[src/rtl/mem_axi_bridge_if.sv]
// AXI4-Lite data-port bundle between the MEM-stage bridge (master) and the memory system (slave).
// Signal suffixes are from the master's point of view.
interface mem_axi_bridge_if #(
  parameter int AXI_ADDR_BITS = 32,
  parameter int AXI_DATA_BITS = 32
);

  logic [AXI_ADDR_BITS-1:0]   m_awaddr_o;
  logic                       m_awvalid_o;
  logic                       m_awready_i;

  logic [AXI_DATA_BITS-1:0]   m_wdata_o;
  logic [AXI_DATA_BITS/8-1:0] m_wstrb_o;
  logic                       m_wvalid_o;
  logic                       m_wready_i;

  logic [1:0]                 m_bresp_i;
  logic                       m_bvalid_i;
  logic                       m_bready_o;

  logic [AXI_ADDR_BITS-1:0]   m_araddr_o;
  logic                       m_arvalid_o;
  logic                       m_arready_i;

  logic [AXI_DATA_BITS-1:0]   m_rdata_i;
  logic [1:0]                 m_rresp_i;
  logic                       m_rvalid_i;
  logic                       m_rready_o;

  modport master (
    output m_awaddr_o, m_awvalid_o,
    input  m_awready_i,
    output m_wdata_o, m_wstrb_o, m_wvalid_o,
    input  m_wready_i,
    input  m_bresp_i, m_bvalid_i,
    output m_bready_o,
    output m_araddr_o, m_arvalid_o,
    input  m_arready_i,
    input  m_rdata_i, m_rresp_i, m_rvalid_i,
    output m_rready_o
  );

  modport slave (
    input  m_awaddr_o, m_awvalid_o,
    output m_awready_i,
    input  m_wdata_o, m_wstrb_o, m_wvalid_o,
    output m_wready_i,
    output m_bresp_i, m_bvalid_i,
    input  m_bready_o,
    input  m_araddr_o, m_arvalid_o,
    output m_arready_i,
    output m_rdata_i, m_rresp_i, m_rvalid_i,
    input  m_rready_o
  );

endinterface

[src/rtl/mem_axi_bridge.sv]
// Converts one MEM-stage load/store into a single AXI4-Lite transaction, stalling the pipeline until done.
// Optional macro MEM_AXI_RESP_CHECK_EN: report SLVERR/DECERR on resp_err_o and zero errored load data.
module mem_axi_bridge #(
  parameter int AXI_ADDR_BITS = 32,
  parameter int AXI_DATA_BITS = 32
) (
  input  logic                       clk_i,
  input  logic                       rst_ni,

  input  logic                       req_valid_i,
  input  logic [31:0]                mem_addr_i,
  input  logic [31:0]                mem_write_data_i,
  input  logic                       mem_wen_i,
  input  logic [AXI_DATA_BITS/8-1:0] mem_wstrb_i,
  input  logic                       mem_ren_i,

  output logic [31:0]                mem_read_data_o,
  output logic                       stall_o,
  output logic                       resp_err_o,

  mem_axi_bridge_if.master           m_axi
);

  typedef enum logic [2:0] {
    IDLE,
    AR,
    R,
    WR,
    B,
    DONE
  } state_t;

  state_t                     r_state;
  logic [AXI_ADDR_BITS-1:0]   r_addr;
  logic [AXI_DATA_BITS-1:0]   r_wdata;
  logic [AXI_DATA_BITS/8-1:0] r_wstrb;
  logic                       r_awvalid;
  logic                       r_wvalid;
  logic                       r_bready;
  logic                       r_arvalid;
  logic                       r_rready;
  logic [31:0]                r_rdata;

  logic                       w_startReq;
  logic                       w_awDone;
  logic                       w_wDone;

  assign w_startReq = req_valid_i && (mem_wen_i || mem_ren_i);

  // A channel counts as done once its valid has dropped or it is handshaking this cycle.
  assign w_awDone = !r_awvalid || m_axi.m_awready_i;
  assign w_wDone  = !r_wvalid  || m_axi.m_wready_i;

  assign stall_o = ((r_state == IDLE) && w_startReq) ||
                   ((r_state != IDLE) && (r_state != DONE));

  assign m_axi.m_awaddr_o  = r_addr;
  assign m_axi.m_awvalid_o = r_awvalid;
  assign m_axi.m_wdata_o   = r_wdata;
  assign m_axi.m_wstrb_o   = r_wstrb;
  assign m_axi.m_wvalid_o  = r_wvalid;
  assign m_axi.m_bready_o  = r_bready;
  assign m_axi.m_araddr_o  = r_addr;
  assign m_axi.m_arvalid_o = r_arvalid;
  assign m_axi.m_rready_o  = r_rready;

  assign mem_read_data_o = r_rdata;

`ifdef MEM_AXI_RESP_CHECK_EN
  logic r_respErr;
  assign resp_err_o = r_respErr;
`else
  logic w_unusedResp;
  assign w_unusedResp = ^{m_axi.m_rresp_i, m_axi.m_bresp_i};
  assign resp_err_o   = 1'b0;
`endif

  always_ff @(posedge clk_i or negedge rst_ni) begin
    if (!rst_ni) begin
      r_state   <= IDLE;
      r_addr    <= '0;
      r_wdata   <= '0;
      r_wstrb   <= '0;
      r_awvalid <= 1'b0;
      r_wvalid  <= 1'b0;
      r_bready  <= 1'b0;
      r_arvalid <= 1'b0;
      r_rready  <= 1'b0;
      r_rdata   <= '0;
`ifdef MEM_AXI_RESP_CHECK_EN
      r_respErr <= 1'b0;
`endif
    end else begin
      case (r_state)
        IDLE: begin
          if (w_startReq) begin
            r_addr  <= mem_addr_i[AXI_ADDR_BITS-1:0];
            r_wdata <= mem_write_data_i[AXI_DATA_BITS-1:0];
            r_wstrb <= mem_wstrb_i;
`ifdef MEM_AXI_RESP_CHECK_EN
            r_respErr <= 1'b0;
`endif
            // Stores win when both enables are set.
            if (mem_wen_i) begin
              r_awvalid <= 1'b1;
              r_wvalid  <= 1'b1;
              r_state   <= WR;
            end else begin
              r_arvalid <= 1'b1;
              r_state   <= AR;
            end
          end
        end

        AR: begin
          if (m_axi.m_arready_i) begin
            r_arvalid <= 1'b0;
            r_rready  <= 1'b1;
            r_state   <= R;
          end
        end

        R: begin
          if (m_axi.m_rvalid_i) begin
            r_rready <= 1'b0;
            r_state  <= DONE;
`ifdef MEM_AXI_RESP_CHECK_EN
            r_respErr <= m_axi.m_rresp_i[1];
            r_rdata   <= m_axi.m_rresp_i[1] ? 32'd0 : m_axi.m_rdata_i[31:0];
`else
            r_rdata   <= m_axi.m_rdata_i[31:0];
`endif
          end
        end

        WR: begin
          if (m_axi.m_awready_i) begin
            r_awvalid <= 1'b0;
          end
          if (m_axi.m_wready_i) begin
            r_wvalid <= 1'b0;
          end
          if (w_awDone && w_wDone) begin
            r_bready <= 1'b1;
            r_state  <= B;
          end
        end

        B: begin
          if (m_axi.m_bvalid_i) begin
            r_bready <= 1'b0;
            r_state  <= DONE;
`ifdef MEM_AXI_RESP_CHECK_EN
            r_respErr <= m_axi.m_bresp_i[1];
`endif
          end
        end

        DONE: begin
          r_state <= IDLE;
        end

        default: begin
          r_state <= IDLE;
        end
      endcase
    end
  end

endmodule

[src/flat_wrapper.sv]
// flat-port wrapper written by rule: the top's interface ports become plain ports
module mem_axi_bridge_flat 
#(
  parameter int AXI_ADDR_BITS = 32,
  parameter int AXI_DATA_BITS = 32
)
  (clk_i, rst_ni, req_valid_i, mem_addr_i, mem_write_data_i, mem_wen_i, mem_wstrb_i, mem_ren_i, mem_read_data_o, stall_o, resp_err_o, m_axi_m_awaddr_o, m_axi_m_awvalid_o, m_axi_m_awready_i, m_axi_m_wdata_o, m_axi_m_wstrb_o, m_axi_m_wvalid_o, m_axi_m_wready_i, m_axi_m_bresp_i, m_axi_m_bvalid_i, m_axi_m_bready_o, m_axi_m_araddr_o, m_axi_m_arvalid_o, m_axi_m_arready_i, m_axi_m_rdata_i, m_axi_m_rresp_i, m_axi_m_rvalid_i, m_axi_m_rready_o);
  mem_axi_bridge_if #(.AXI_ADDR_BITS(AXI_ADDR_BITS), .AXI_DATA_BITS(AXI_DATA_BITS)) m_axi_i ();
  input  logic clk_i;
  input  logic rst_ni;
  input  logic req_valid_i;
  input  logic [31:0] mem_addr_i;
  input  logic [31:0] mem_write_data_i;
  input  logic mem_wen_i;
  input  logic [AXI_DATA_BITS/8-1:0] mem_wstrb_i;
  input  logic mem_ren_i;
  output logic [31:0] mem_read_data_o;
  output logic stall_o;
  output logic resp_err_o;
  output wire logic [$bits(m_axi_i.m_awaddr_o)-1:0] m_axi_m_awaddr_o;
  output wire logic [$bits(m_axi_i.m_awvalid_o)-1:0] m_axi_m_awvalid_o;
  input wire logic [$bits(m_axi_i.m_awready_i)-1:0] m_axi_m_awready_i;
  output wire logic [$bits(m_axi_i.m_wdata_o)-1:0] m_axi_m_wdata_o;
  output wire logic [$bits(m_axi_i.m_wstrb_o)-1:0] m_axi_m_wstrb_o;
  output wire logic [$bits(m_axi_i.m_wvalid_o)-1:0] m_axi_m_wvalid_o;
  input wire logic [$bits(m_axi_i.m_wready_i)-1:0] m_axi_m_wready_i;
  input wire logic [$bits(m_axi_i.m_bresp_i)-1:0] m_axi_m_bresp_i;
  input wire logic [$bits(m_axi_i.m_bvalid_i)-1:0] m_axi_m_bvalid_i;
  output wire logic [$bits(m_axi_i.m_bready_o)-1:0] m_axi_m_bready_o;
  output wire logic [$bits(m_axi_i.m_araddr_o)-1:0] m_axi_m_araddr_o;
  output wire logic [$bits(m_axi_i.m_arvalid_o)-1:0] m_axi_m_arvalid_o;
  input wire logic [$bits(m_axi_i.m_arready_i)-1:0] m_axi_m_arready_i;
  input wire logic [$bits(m_axi_i.m_rdata_i)-1:0] m_axi_m_rdata_i;
  input wire logic [$bits(m_axi_i.m_rresp_i)-1:0] m_axi_m_rresp_i;
  input wire logic [$bits(m_axi_i.m_rvalid_i)-1:0] m_axi_m_rvalid_i;
  output wire logic [$bits(m_axi_i.m_rready_o)-1:0] m_axi_m_rready_o;
  assign m_axi_m_awaddr_o = m_axi_i.m_awaddr_o;
  assign m_axi_m_awvalid_o = m_axi_i.m_awvalid_o;
  assign m_axi_i.m_awready_i = m_axi_m_awready_i;
  assign m_axi_m_wdata_o = m_axi_i.m_wdata_o;
  assign m_axi_m_wstrb_o = m_axi_i.m_wstrb_o;
  assign m_axi_m_wvalid_o = m_axi_i.m_wvalid_o;
  assign m_axi_i.m_wready_i = m_axi_m_wready_i;
  assign m_axi_i.m_bresp_i = m_axi_m_bresp_i;
  assign m_axi_i.m_bvalid_i = m_axi_m_bvalid_i;
  assign m_axi_m_bready_o = m_axi_i.m_bready_o;
  assign m_axi_m_araddr_o = m_axi_i.m_araddr_o;
  assign m_axi_m_arvalid_o = m_axi_i.m_arvalid_o;
  assign m_axi_i.m_arready_i = m_axi_m_arready_i;
  assign m_axi_i.m_rdata_i = m_axi_m_rdata_i;
  assign m_axi_i.m_rresp_i = m_axi_m_rresp_i;
  assign m_axi_i.m_rvalid_i = m_axi_m_rvalid_i;
  assign m_axi_m_rready_o = m_axi_i.m_rready_o;
  mem_axi_bridge #(.AXI_ADDR_BITS(AXI_ADDR_BITS), .AXI_DATA_BITS(AXI_DATA_BITS)) u_core (.clk_i(clk_i), .rst_ni(rst_ni), .req_valid_i(req_valid_i), .mem_addr_i(mem_addr_i), .mem_write_data_i(mem_write_data_i), .mem_wen_i(mem_wen_i), .mem_wstrb_i(mem_wstrb_i), .mem_ren_i(mem_ren_i), .mem_read_data_o(mem_read_data_o), .stall_o(stall_o), .resp_err_o(resp_err_o), .m_axi(m_axi_i));
endmodule
[config.mk]
export PLATFORM = sky130hd
export DESIGN_NAME = mem_axi_bridge_flat
export DESIGN_NICKNAME = d
export VERILOG_FILES = /design/src/rtl/mem_axi_bridge_if.sv /design/src/rtl/mem_axi_bridge.sv /design/src/flat_wrapper.sv
export SDC_FILE = /design/constraint.sdc
export NUM_CORES = 1
export LEC_CHECK = 0
export BUFFER_PORTS_ARGS = -buffer_cell sky130_fd_sc_hd__buf_2
export CAP_MARGIN = 25
export CORE_UTILIZATION = 48
export CTS_CLUSTER_SIZE = 20
export DETAILED_ROUTE_END_ITERATION = 8
export PLACE_DENSITY_LB_ADDON = 0.15
export REMOVE_ABC_BUFFERS = 1
export SYNTH_ARGS = -nofsm -noshare
export SYNTH_HDL_FRONTEND = slang
export SYNTH_SLANG_ARGS = --single-unit
[constraint.sdc]
create_clock -name clk_i -period 5.15 [get_ports clk_i]
set_input_delay 1.03 -clock clk_i [delete_from_list [all_inputs] [get_ports clk_i]]
set_output_delay 1.03 -clock clk_i [all_outputs]
set_load 0.03 [all_outputs]
## Word level (Yosys, flattened, before mapping)

Cells that the tools add are included.

- Bits in registers: 108
- Output and inout port bits: 139

- Equality and inequality tests: 14
- Multiplexer cells: 23
- Reduce and logical (&&, ||, !) cells: 24

Operator list:

| cell | count |
|---|---|
| $mux W3 | 5 |
| $pmux W3 S5 | 1 |
| $ne A2 B2 Y1 const B | 7 |
| $reduce_and A4 Y1 | 3 |
| $mux W1 | 11 |
| $pmux W1 S2 | 5 |
| $reduce_bool A2 Y1 | 4 |
| $eq A3 B2 Y1 const B | 2 |
| $reduce_and A3 Y1 | 2 |
| $reduce_and A5 Y1 | 1 |
| $logic_and A1 B1 Y1 | 4 |
| $logic_or A1 B1 Y1 | 4 |
| $ne A2 B1 Y1 const B | 2 |
| $reduce_and A2 Y1 | 2 |
| $eq A3 B1 Y1 const B | 1 |
| $eq A3 B3 Y1 const B | 1 |
| $logic_not A3 Y1 | 1 |
| $ne A3 B3 Y1 const B | 1 |
| $reduce_bool A3 Y1 | 1 |
| $logic_not A1 Y1 | 2 |
| $mux W2 | 1 |

## Logic depth before layout (Yosys ltp)

Gate-level depths: netlist (run 1).

- Depth in word-level cells: 5
- Gate-level depth with buffers: 6

## Worst setup path after synthesis (run 1)

OpenSTA, ideal clock, no wires.

- Path type: input port to output port
- Start point: input port mem_wen_i
- End point: output port stall_o
- Data arrival time: 1.532 ns
- Path slack: 2.588 ns
- Stages on the path: 3
- Path buffers: 0
- Path through: o21ai_0 -> nand2_1 -> a21o_1

- Longest elaborated chain between the ends: 4

RTL lines:

| what | RTL line | RTL |
|---|---|---|
| from (decl) | flat_wrapper.sv:14 | `input logic mem_wen_i;` |
| $logic_or A1 B1 Y1 | mem_axi_bridge.sv:48 | `assign w_startReq = req_valid_i && (mem_wen_i \|\| mem_ren_i);` |
| $logic_and A1 B1 Y1 | mem_axi_bridge.sv:48 |  |
| $logic_and A1 B1 Y1 | mem_axi_bridge.sv:54 | `assign stall_o = ((r_state == IDLE) && w_startReq) \|\|` |
| $logic_or A1 B1 Y1 | mem_axi_bridge.sv:54 |  |
| to (decl) | flat_wrapper.sv:18 | `output logic stall_o;` |

No other way between the ends.

## Final worst setup path (run 1)

Same ends and word-level chain as after synthesis.

==> results of run 1 <==
==> cell families (layout without fill, tap and decap cells) <==
group,Yosys count,in the layout,share of synthesized area [%]
buffers and inverters,50,270,8.51
other,1,2,0.0817
muxes,100,100,26.2
AOI/OAI and AO/OA,24,24,3.54
and+or+nand+nor,19,19,2.81
DFF,108,108,58.9
==> worst max-delay path, delay by kind of cell <==
| family | cells | cell delay (ns) |
|---|---|---|
| AO/OA/AOI/OAI | 2 | 0.38 |
| buffers and inverters | 2 | 0.31 |
| AND/OR/NAND/NOR | 1 | 0.08 |
==> final timing paths <==
path                                                            start                                 endpoint  slack [ns]  cells past startpoint
worst max-delay path                                        mem_wen_i                                  stall_o        2.31                      5
worst min-delay path            u_core.mem_read_data_o[2]$_DFFE_PN0P_    u_core.mem_read_data_o[2]$_DFFE_PN0P_        0.49                      1
worst max register to register          u_core.r_state[0]$_DFFE_PN0P_  u_core.m_axi.m_araddr_o[16]$_DFFE_PN0P_        2.99                      4
worst min register to register  u_core.mem_read_data_o[2]$_DFFE_PN0P_    u_core.mem_read_data_o[2]$_DFFE_PN0P_        0.49                      1
max in group asynchronous                                      rst_ni    u_core.mem_read_data_o[5]$_DFFE_PN0P_        3.55                      3
min in group asynchronous                                      rst_ni   u_core.m_axi.m_wdata_o[17]$_DFFE_PN0P_        0.60                      1
==> per-stage QoR <==
stage	total power [W]	worst slack [ns]	cells	hold WS (ns)
2_1_floorplan	0.00332	2.24	255	0.667
3_3_place_gp	0.00405	2.30	633	0.465
3_5_place_dp	0.00411	2.27	633	0.471
4_1_cts	0.00460	2.31	649	0.494
5_1_grt	0.00481	2.22	652	0.517
6_report	0.00457	2.31	652	0.489
==> cell type report <==
class                      count  area [um^2]  area share [%]
multi-input combinational    144         1500            25.6
sequential                   108         2700            46.0
inverter                       3         11.3           0.192
clock inverter                 6         50.0           0.852
timing repair buffer         251         1310            22.3
clock buffer                  10          138            2.34
antenna                        1         2.50          0.0426
tap                          129          161            2.75
==> cell usage after synthesis <==
library cell               number
sky130_fd_sc_hd__a31oi_1        2
sky130_fd_sc_hd__nand2_1        6
sky130_fd_sc_hd__inv_1          3
sky130_fd_sc_hd__a41oi_1        1
sky130_fd_sc_hd__o21a_4         1
sky130_fd_sc_hd__nor2b_1        2
sky130_fd_sc_hd__o32ai_1        1
sky130_fd_sc_hd__buf_6          1
sky130_fd_sc_hd__buf_8          1
sky130_fd_sc_hd__a21o_1         1
sky130_fd_sc_hd__mux2_4        20
sky130_fd_sc_hd__nor4b_4        1
sky130_fd_sc_hd__o221a_2        1
sky130_fd_sc_hd__dfrtp_1      108
sky130_fd_sc_hd__and3_1         1
sky130_fd_sc_hd__nor4b_1        1
sky130_fd_sc_hd__o31ai_1        1
sky130_fd_sc_hd__o21bai_1       1
sky130_fd_sc_hd__buf_2          1
sky130_fd_sc_hd__nor3_2         1
sky130_fd_sc_hd__a211o_1        1
sky130_fd_sc_hd__buf_4         40
sky130_fd_sc_hd__nand3b_1       1
sky130_fd_sc_hd__buf_12         2
sky130_fd_sc_hd__nand4_1        1
sky130_fd_sc_hd__o21ai_0        4
sky130_fd_sc_hd__conb_1         1
sky130_fd_sc_hd__nor2_1         1
sky130_fd_sc_hd__o211ai_1       2
sky130_fd_sc_hd__nand2b_1       3
sky130_fd_sc_hd__clkbuf_1       2
sky130_fd_sc_hd__a21oi_1        8
sky130_fd_sc_hd__mux2_2        78
sky130_fd_sc_hd__or3b_2         1
sky130_fd_sc_hd__mux2_1         2
==> state kept, by name, summed over array words and instances, names as in the netlist <==
signal	cells
u_core.m_axi.m_araddr_o	32
u_core.m_axi.m_wvalid_o	1
u_core.r_state	3
u_core.m_axi.m_wstrb_o	4
u_core.m_axi.m_rready_o	1
u_core.m_axi.m_wdata_o	32
u_core.m_axi.m_arvalid_o	1
u_core.m_axi.m_bready_o	1
u_core.m_axi.m_awvalid_o	1
u_core.mem_read_data_o	32
==> per-layer routing <==
| metal | part of all wire [%] | track usage [%] | wire [um] |
|---|---|---|---|
| met1 | 39 | 23.0 | 3840 |
| met2 | 50 | 33.9 | 4970 |
| met3 | 8.2 | 4.94 | 805 |
| met4 | 2.4 | 7.69 | 234 |
| met5 | 0 | 0 | 0 |
==> power groups by stage <==
stage	sequential [W]	combinational, W	clock, W
6_report	0.00156	0.00253	0.000482
5_1_grt	0.00162	0.00265	0.000530
4_1_cts	0.00156	0.00254	0.000501
3_5_place_dp	0.00157	0.00254	0
3_3_place_gp	0.00155	0.00250	0
2_1_floorplan	0.00267	0.000652	0
==> Flow_metrics.wiki, run 1 <==
{| class="wikitable"
! Metric !! Value
|-
| Hold Crit Class || flip-flop to flip-flop
|-
| Setup_tns || 0 ns
|-
| Buffer levels on the longest clock path || 2
|-
| Skew final || 0.0137 ns
|-
| Post-CTS Setup Bufs || 0
|-
| Fin area || 5880 um^2
|-
| Cell mode on critical path || sky130_fd_sc_hd__buf_2
|-
| Leading cell type in the layout, fill and taps excluded || sky130_fd_sc_hd__buf_2
|-
| RePlAce Congestion || 0.855
|-
| Fmax achieved || 352 MHz
|-
| Power per Cell Area || 777 nW/um^2
|-
| Inserted Clock Buffers || 9
|-
| Top-area cell type share of the netlist area || 58.9%
|-
| Vias in the first global route || 3065
|-
| Proportion of power drawn by combinational gates || 55.3%
|-
| Peak fanout along the critical path || 6
|-
| Instance area after placement || 5630 um^2
|-
| Register bit total from synthesis || 108
|-
| Sw Ratio || 48.1%
|-
| Starting density of the core || 49.7%
|-
| Fraction of the yosys area taken by sequential cells || 58.9%
|-
| Clk_lat worst skew || 0.36 ns
|-
| Width of the die || 99.8 um
|-
| Post-layout nets || 631
|-
| Relative area change from synthesis to final layout || 28.1%
|-
| Number of gates given a new drive strength after cts || 0
|-
| Final hold violation count || 0
|-
| Slowest CP cell || sky130_fd_sc_hd__o21ai_0
|-
| Fraction of the core area covered by cells at the end of the flow || 63.6%
|-
| Site Rows || 35
|-
| First-pass GRT wire length || 15000 um
|-
| Slew at the pin with the worst max-slew slack || 0.645 ns
|-
| Floorplan Core Area || 9240 um^2
|-
| Antenna Nets Post-Route || 0
|-
| Max stage delay on crit path || 0.22 ns
|-
| Total of endpoints with negative setup slack in the final report || 0
|-
| Max-slew violation count || 0
|-
| CTS Hold Buffers Added || 0
|-
| Main area contributors after synthesis || sky130_fd_sc_hd__dfrtp_1, sky130_fd_sc_hd__mux2_2, sky130_fd_sc_hd__buf_4, sky130_fd_sc_hd__mux2_4, sky130_fd_sc_hd__a21oi_1
|-
| Run status || finished clean
|-
| Sort of element at the end of the critical path || output port
|-
| Number of different library cells in the post-synthesis netlist || 35
|-
| CTS HTree Levels || 3
|-
| Reg power frac || 34.1%
|-
| Clock root buffer || sky130_fd_sc_hd__clkbuf_8
|-
| RSZ-0062 raised after global routing || no
|-
| Relative slew slack || 57.0%
|-
| Port buffer count || 247
|-
| Internal cell power || 0.00237 W
|-
| Detailed placement HPWL || 7220 um
|-
| Y dimension of the die || 99.8 um
|-
| Commonest cells after routing, fill and taps aside || sky130_fd_sc_hd__buf_2, sky130_fd_sc_hd__dfrtp_1, sky130_fd_sc_hd__mux2_2
|-
| Total number of vias || 3151
|-
| Total die area || 9960 um^2
|-
| Drt pass-1 iters || 4
|-
| CTS tree || yes
|-
| Period utilization || 55.2%
|-
| Number of placed I/O pins || 253
|-
| Remaining routing DRC violations || 0
|-
| Filler cell count in the final layout || 780
|-
| Classification of the worst setup path || primary input to output port
|-
| CTS clock-pin slew for the worst setup and hold paths || 0.09 ns
|-
| Count of max-cap constraint violations || 0
|-
| Worst vdd rail ir drop || 471 uV
|-
| Critical Path AT || 1.81 ns
|-
| Worst Setup Start Kind || primary input
|-
| Leakage power figure || 2.95 nW
|-
| Synthesized cell area || 4590 um^2
|-
| Residual overflow from global routing || 0
|-
| Global-route usage over all layers || 19.4%
|-
| Crit path required time || 4.12 ns
|-
| Total Wirelength || 9850 um
|-
| Post-synthesis cell type with the largest combined area || sky130_fd_sc_hd__dfrtp_1
|-
| Vias per cell || 4.83
|-
| Critical Path, Cell by Cell || buf_2 -> o21ai_0 -> nand2_1 -> a21o_1 -> buf_2
|-
| Portion of total power attributed to the clock network || 10.6%
|-
| Min Clock Period, post-route || 2.84 ns
|-
| Number of DRC violations after detailed-routing iteration 0 || 39
|-
| Average footprint of a synthesized cell || 15.2 um^2
|-
| Initial antenna violation count || 1
|-
| Fraction of final layout cells sized beyond drive strength 1 || 70.9%
|-
| Yosys warnings || 0
|-
| Mapped Cells || 302
|-
| Switching power of the nets || 0.00220 W
|-
| Maximum number of pins on one net before global-route repair || 80
|-
| Number of clock sinks || 108
|-
| Routed length per instance || 15.1 um
|}
Note: power is estimated with default switching activity, not from simulation.
==> run 2, diff against run 1 <==
--- a/config.mk
+++ b/config.mk
@@ -7,7 +7,7 @@
 export LEC_CHECK = 0
 export BUFFER_PORTS_ARGS = -buffer_cell sky130_fd_sc_hd__buf_2
 export CAP_MARGIN = 25
-export CORE_UTILIZATION = 48
+export CORE_UTILIZATION = 45
 export CTS_CLUSTER_SIZE = 20
 export DETAILED_ROUTE_END_ITERATION = 8
 export PLACE_DENSITY_LB_ADDON = 0.15
==> constraint.sdc (replaced) <==
create_clock -name clk_i -period 2.85 [get_ports clk_i]
set_input_delay 0.57 -clock clk_i [delete_from_list [all_inputs] [get_ports clk_i]]
set_output_delay 0.57 -clock clk_i [all_outputs]
set_load 0.03 [all_outputs]
==> run 2 against run 1 <==
Net effect: global-route usage is 1.3 points lower; wire length decreased by 0.52%; register-to-register slack lost 2.2 ns; via count down 0.41%; sequential share of layout area about the same; worst hold slack got worse by 0.34 ns; die area increased by 6.5%; sequential power up 79%; critical path type is now flip-flop to output port; largest power group unchanged; core utilization shrank 3.7 points; worst setup slack lost 1.6 ns; non-clock buffer count up 1.
==> Flow_metrics.wiki, run 2 (same netlist as run 1, synthesis figures left out) <==
{| class="wikitable"
! Metric !! Value
|-
| Fraction of final layout cells sized beyond drive strength 1 || 70.9% (unchanged)
|-
| Number of clock sinks || 108 (unchanged)
|-
| Final hold violation count || 0 (unchanged)
|-
| CTS clock-pin slew for the worst setup and hold paths || 0.09 ns (about the same)
|-
| Power per Cell Area || 1410 nW/um^2 (+82%)
|-
| Worst Setup Start Kind || flip-flop
|-
| Maximum number of pins on one net before global-route repair || 52 (-35%)
|-
| Fmax achieved || 466 MHz
|-
| Relative area change from synthesis to final layout || 28.2% (about the same)
|-
| CTS Hold Buffers Added || 0 (unchanged)
|-
| Fin area || 5880 um^2 (about the same)
|-
| Worst vdd rail ir drop || 792 uV (+68%)
|-
| Max stage delay on crit path || 0.73 ns (+0.51 ns)
|-
| Post-Route Hold Slack || 0.145 ns (-0.344 ns)
|-
| RSZ-0062 raised after global routing || no
|-
| Setup_tns || 0 ns (unchanged)
|-
| Min Clock Period, post-route || 2.15 ns
|-
| Commonest cells after routing, fill and taps aside || sky130_fd_sc_hd__buf_2, sky130_fd_sc_hd__dfrtp_1, sky130_fd_sc_hd__mux2_2
|-
| Width of the die || 103 um (+3.2%)
|-
| Hold Crit Class || primary input to asynchronous set/reset pin
|-
| Sort of element at the end of the critical path || output port
|-
| Critical Path, Cell by Cell || nor2_1 -> nand2_1 -> a21o_1 -> buf_2
|-
| First-pass GRT wire length || 14400 um (-4.4%)
|-
| Detailed placement HPWL || 7380 um (+2.2%)
|-
| Count of max-cap constraint violations || 0 (unchanged)
|-
| Leakage power figure || 2.95 nW (+0.30%)
|-
| Total of endpoints with negative setup slack in the final report || 0 (unchanged)
|-
| Skew final || 0.0106 ns (-0.00312 ns)
|-
| Slew at the pin with the worst max-slew slack || 0.597 ns (-0.0476 ns)
|-
| Post-CTS Setup Bufs || 0 (unchanged)
|-
| Clk_lat worst skew || 0.37 ns (about the same)
|-
| Number of DRC violations after detailed-routing iteration 0 || 69 (+77%)
|-
| Total die area || 10600 um^2 (+6.5%)
|-
| Met3 WL || 861 um (+7.0%)
|-
| Initial antenna violation count || 0 (-1)
|-
| Residual overflow from global routing || 0 (unchanged)
|-
| Period utilization || 75.3%
|-
| CTS tree || yes
|-
| Largest delay contributor family on the critical path || flip-flops
|-
| Floorplan Core Area || 9820 um^2 (+6.3%)
|-
| Buffer levels on the longest clock path || 2 (unchanged)
|-
| RePlAce Congestion || 0.842 (-1.6%)
|-
| Site Rows || 36 (+2.9%)
|-
| Number of gates given a new drive strength after cts || 0 (unchanged)
|-
| Slowest CP cell || sky130_fd_sc_hd__dfrtp_1
|-
| Vias in the first global route || 2943 (-4.0%)
|-
| Routed length per instance || 15.0 um (-0.97%)
|-
| Inserted Diodes || 0 (-1)
|-
| Total Wirelength || 9790 um (-0.52%)
|-
| Remaining routing DRC violations || 0 (unchanged)
|-
| Instance area after placement || 5680 um^2 (+0.93%)
|-
| Antenna Nets Post-Route || 0 (unchanged)
|-
| Vias per cell || 4.79 (-0.87%)
|-
| Crit path required time || 2.28 ns (-1.84 ns)
|-
| DR WL met2 || 4950 um (-0.38%)
|-
| Leading cell type in the layout, fill and taps excluded || sky130_fd_sc_hd__buf_2
|-
| Met1 wire length || 3810 um (-0.73%)
|-
| Clock root buffer || sky130_fd_sc_hd__clkbuf_8
|-
| Starting density of the core || 46.7% (-2.9 points)
|-
| Global-route usage over all layers || 18.2% (-1.3 points)
|-
| Port buffer count || 247 (unchanged)
|-
| Post-layout nets || 632 (+0.16%)
|-
| Drt pass-1 iters || 4 (unchanged)
|-
| Run status || finished clean
|-
| CTS HTree Levels || 3 (unchanged)
|-
| Top layer in use || met4
|-
| Relative slew slack || 60.2% (+3.2 points)
|-
| Y dimension of the die || 103 um (+3.2%)
|-
| Filler cell count in the final layout || 827 (+6.0%)
|-
| PnR Total Power || 0.00830 W (+82%)
|-
| Inserted Clock Buffers || 9 (unchanged)
|-
| Critical Path AT || 1.58 ns (-0.23 ns)
|-
| Peak fanout along the critical path || 19 (+13)
|-
| Classification of the worst setup path || flip-flop to output port
|-
| Number of buffer and inverter stages on the critical path || 1 (-1)
|-
| Total number of vias || 3138 (-0.41%)
|-
| Max-slew violation count || 0 (unchanged)
|-
| Number of placed I/O pins || 253 (unchanged)
|}
## run 2: per-stage QoR
step                instances  setup WS, ns  util [%]
floorplan                 255         0.312         -
finish                    655         0.703      59.9
detailed placement        640         0.811      57.9
CTS                       655         0.675      59.9
global placement          640         0.839      57.9
global route              655         0.586      59.9
## run 2: cell type report
class,instances,area [um^2],share of cell area [%]
inverters,3,11.3,0.191
multi-input cells,144,1500,25.5
flip-flops and latches,108,2700,45.9
clock inverters,5,60.1,1.02
repair buffers,252,1300,22.1
clock buffers,10,138,2.34
well taps,133,166,2.83
## run 2: power by group
group	leakage (nW)	internal (W)	switching, W	total (W)
Sequential	1.28	0.00231	0.000493	0.00280
Clock	0.0987	0.000429	0.000511	0.000940
Combinational	1.58	0.00162	0.00293	0.00455
## run 2: path summary, 6_finish.rpt
check	from	end	slack, ns	depth (start not counted)
setup / recovery	u_core.r_state[0]$_DFFE_PN0P_	stall_o	0.70	4
hold / removal	rst_ni	u_core.mem_read_data_o[2]$_DFFE_PN0P_	0.15	1
setup reg to reg	u_core.r_state[0]$_DFFE_PN0P_	u_core.m_axi.m_wdata_o[25]$_DFFE_PN0P_	0.79	4
hold reg to reg	u_core.mem_read_data_o[3]$_DFFE_PN0P_	u_core.mem_read_data_o[3]$_DFFE_PN0P_	0.49	1
max in group asynchronous	rst_ni	u_core.m_axi.m_araddr_o[26]$_DFFE_PN0P_	2.00	2
min in group clk_i	m_axi_m_awready_i	u_core.m_axi.m_awvalid_o$_DFFE_PN0P_	0.38	2
## run 2: layer usage
| layer | GRT usage, % | vias up |
|---|---|---|
| met3 | 5.83 | 15 |
| met4 | 8.78 | 0 |
| met5 | 0 | - |
| li1 | - | 1454 |
| met2 | 30.5 | 148 |
| met1 | 21.1 | 1521 |
## run 2: worst register-to-register path: cells and delay by family, from the launching register on
kind | cells | cell delay [ns]
AOI/OAI and AO/OA | 1 | 0.21
buffers and inverters | 1 | 0.32
DFF | 1 | 0.61
muxes | 1 | 0.39
and+or+nand+nor | 1 | 0.43
==> run 3, diff against run 2 <==
--- a/config.mk
+++ b/config.mk
@@ -7,7 +7,7 @@
 export LEC_CHECK = 0
 export BUFFER_PORTS_ARGS = -buffer_cell sky130_fd_sc_hd__buf_2
 export CAP_MARGIN = 25
-export CORE_UTILIZATION = 45
+export CORE_UTILIZATION = 40
 export CTS_CLUSTER_SIZE = 20
 export DETAILED_ROUTE_END_ITERATION = 8
 export PLACE_DENSITY_LB_ADDON = 0.15
==> constraint.sdc (replaced) <==
create_clock -name clk_i -period 1.9 [get_ports clk_i]
set_input_delay 0.38 -clock clk_i [delete_from_list [all_inputs] [get_ports clk_i]]
set_output_delay 0.38 -clock clk_i [all_outputs]
set_load 0.03 [all_outputs]
==> run 3 against run 2 <==
Net effect: core utilization down 4.4 points; clock power rose by 100%; clock skew is 0.0028 ns lower; final cell count rose by 2.7%; sequential power grew 48%; global-route usage decreased by 1.0 points; final area up 4.1%; combinational power grew 56%; first-iteration DRC count up 49%; wire length is 3.0% higher; largest cell class unchanged.
==> Flow_metrics.wiki, run 3 (same netlist as run 1, synthesis figures left out) <==
{| class="wikitable"
! Metric !! Value
|-
| Filler cell count in the final layout || 969 (+17%)
|-
| Drt pass-1 iters || 4 (unchanged)
|-
| Critical Path AT || 2.01 ns (+0.43 ns)
|-
| Fmax achieved || 561 MHz
|-
| End point of the worst hold path || u_core.m_axi.m_awvalid_o$_DFFE_PN0P_
|-
| Worst slack, placed || 0.154 ns (-0.657 ns)
|-
| Hold Path Cell Cnt || 2
|-
| RSZ-0062 raised after global routing || no
|-
| Reg2Reg Capture Point || u_core.m_axi.m_araddr_o[17]$_DFFE_PN0P_
|-
| Max stage delay on crit path || 0.40 ns (-0.33 ns)
|-
| Crit path required time || 2.13 ns (-0.15 ns)
|-
| Final hold violation count || 0 (unchanged)
|-
| Port buffer count || 247 (unchanged)
|-
| Classification of the worst setup path || flip-flop to flip-flop
|-
| Number of placed I/O pins || 253 (unchanged)
|-
| Detailed placement HPWL || 7540 um (+2.1%)
|-
| Leakage power figure || 3.07 nW (+3.9%)
|-
| Remaining routing DRC violations || 0 (unchanged)
|-
| Sort of element at the end of the critical path || flip-flop
|-
| Maximum number of pins on one net before global-route repair || 44 (-15%)
|-
| Minimum setup slack in the final design || 0.119 ns (-0.584 ns)
|-
| Vias in the first global route || 3086 (+4.9%)
|-
| Peak fanout along the critical path || 11 (-8)
|-
| Power per Cell Area || 2140 nW/um^2 (+52%)
|-
| CTS clock-pin slew for the worst setup and hold paths || 0.07 ns (-0.02 ns)
|-
| Inserted Clock Buffers || 9 (unchanged)
|-
| Starting density of the core || 41.6% (-5.1 points)
|-
| Period utilization || 93.7%
|-
| RePlAce Congestion || 0.807 (-4.1%)
|-
| Worst reg2reg path startpoint || u_core.r_state[2]$_DFFE_PN0P_
|-
| Number of buffer and inverter stages on the critical path || 2 (+1)
|-
| CTS tree || yes
|-
| Worst Setup Start Kind || flip-flop
|-
| Buffer levels on the longest clock path || 2 (unchanged)
|-
| Relative area change from synthesis to final layout || 33.4%
|-
| Max-slew violation count || 0 (unchanged)
|-
| Post-layout nets || 642 (+1.6%)
|-
| Fraction of final layout cells sized beyond drive strength 1 || 71.1% (+0.23 points)
|-
| Residual overflow from global routing || 0 (unchanged)
|-
| Antenna Nets Post-Route || 0 (unchanged)
|-
| Depth of the worst register-to-register path || 5 (+1)
|-
| Total die area || 11900 um^2 (+12%)
|-
| Routed length per instance || 15.0 um (+0.20%)
|-
| Critical Path, Cell by Cell || buf_4 -> nor4b_4 -> o21a_4 -> buf_4 -> mux2_2
|-
| Clock root buffer || sky130_fd_sc_hd__clkbuf_16
|-
| CTS HTree Levels || 3 (unchanged)
|-
| First-pass GRT wire length || 15500 um (+7.5%)
|-
| Number of DRC violations after detailed-routing iteration 0 || 103 (+49%)
|-
| Min Clock Period, post-route || 1.78 ns
|-
| Cell mode on critical path || sky130_fd_sc_hd__buf_4
|-
| Total number of vias || 3158 (+0.64%)
|-
| Number of clock sinks || 108 (unchanged)
|-
| Commonest cells after routing, fill and taps aside || sky130_fd_sc_hd__buf_2, sky130_fd_sc_hd__dfrtp_1, sky130_fd_sc_hd__mux2_2
|-
| Fin area || 6120 um^2 (+4.1%)
|-
| Run status || finished clean
|-
| Global-route usage over all layers || 17.1% (-1.0 points)
|-
| Slowest CP cell || sky130_fd_sc_hd__dfrtp_1
|-
| Hold Crit Class || primary input to flip-flop
|-
| Leading cell type in the layout, fill and taps excluded || sky130_fd_sc_hd__buf_2
|-
| Reg2reg setup slack || 0.12 ns (-0.67 ns)
|-
| Clk_lat worst skew || 0.34 ns (-0.03 ns)
|-
| Vias per cell || 4.69 (-2.1%)
|-
| Floorplan Core Area || 11000 um^2 (+12%)
|-
| Instance area after placement || 5780 um^2 (+1.6%)
|-
| Width of the die || 109 um (+5.9%)
|-
| Site Rows || 38 (+5.6%)
|-
| Count of max-cap constraint violations || 0 (unchanged)
|-
| Total Wirelength || 10100 um (+3.0%)
|-
| Inserted Diodes || 0 (unchanged)
|-
| Skew final || 0.00783 ns (-0.00278 ns)
|-
| Total of endpoints with negative setup slack in the final report || 0 (unchanged)
|-
| Y dimension of the die || 109 um (+5.9%)
|-
| Largest delay contributor family on the critical path || flip-flops
|-
| Initial antenna violation count || 0 (unchanged)
|-
| Worst vdd rail ir drop || 1180 uV (+49%)
|-
| HP Start || m_axi_m_awready_i
|}
run 3: worst max-delay path by stage:
stage / cells past startpoint / endpoint / startpoint
CTS: 5 / stall_o / u_core.r_state[0]$_DFFE_PN0P_
finish: 5 / u_core.m_axi.m_araddr_o[17]$_DFFE_PN0P_ / u_core.r_state[2]$_DFFE_PN0P_
global route: 5 / stall_o / u_core.r_state[2]$_DFFE_PN0P_
floorplan: 3 / u_core.mem_read_data_o[0]$_DFFE_PN0P_ / u_core.r_state[1]$_DFFE_PN0P_
detailed placement: 5 / u_core.m_axi.m_araddr_o[17]$_DFFE_PN0P_ / req_valid_i
global placement: 5 / u_core.m_axi.m_araddr_o[15]$_DFFE_PN0P_ / req_valid_i
run 3: area by class of cell:
cell class | instances | area, um^2 | area share (%)
Inverter | 3 | 11.3 | 0.184
Sequential cell | 108 | 2700 | 44.1
Clock inverter | 4 | 47.5 | 0.777
Tap cell | 140 | 175 | 2.86
Timing Repair Buffer | 262 | 1430 | 23.3
Multi-Input combinational cell | 144 | 1500 | 24.5
Clock buffer | 12 | 256 | 4.19
run 3: power breakdown:
part	leakage [nW]	internal, W	switching, W
logic	1.64	0.00257	0.00453
registers	1.28	0.00348	0.000654
clock network	0.149	0.00109	0.000790
run 3: repair_timing:
| action | in CTS | in global routing |
|---|---|---|
| endpoints found under the setup margin | 0 | 1 |
| endpoints found under the hold margin | 4 | 0 |
| hold buffers | 1 | 0 |
| resized for setup | 0 | 3 |
| buffers inserted | 0 | 3 |
run 3: per-stage QoR:
step,utilization [%],instances,hold WS [ns],setup TNS [ns],total power [W]
floorplan,-,255,0.0844,-33.05,0.00900
finish,55.5,673,0.225,0,0.0131
global route,55.5,673,0.231,0,0.0138
global placement,52.4,653,0.359,0,0.0112
detailed placement,52.4,653,0.364,0,0.0113
CTS,55.2,670,0.212,0,0.0132
run 3: layer usage:
layer / global-route usage, % / wire length [um] / vias to the layer above
met5: 0 / 0 / -
met4: 6.08 / 120 / 0
met1: 20.5 / 3950 / 1540
li1: - / - / 1481
met2: 30.0 / 5340 / 130
met3: 3.83 / 670 / 7
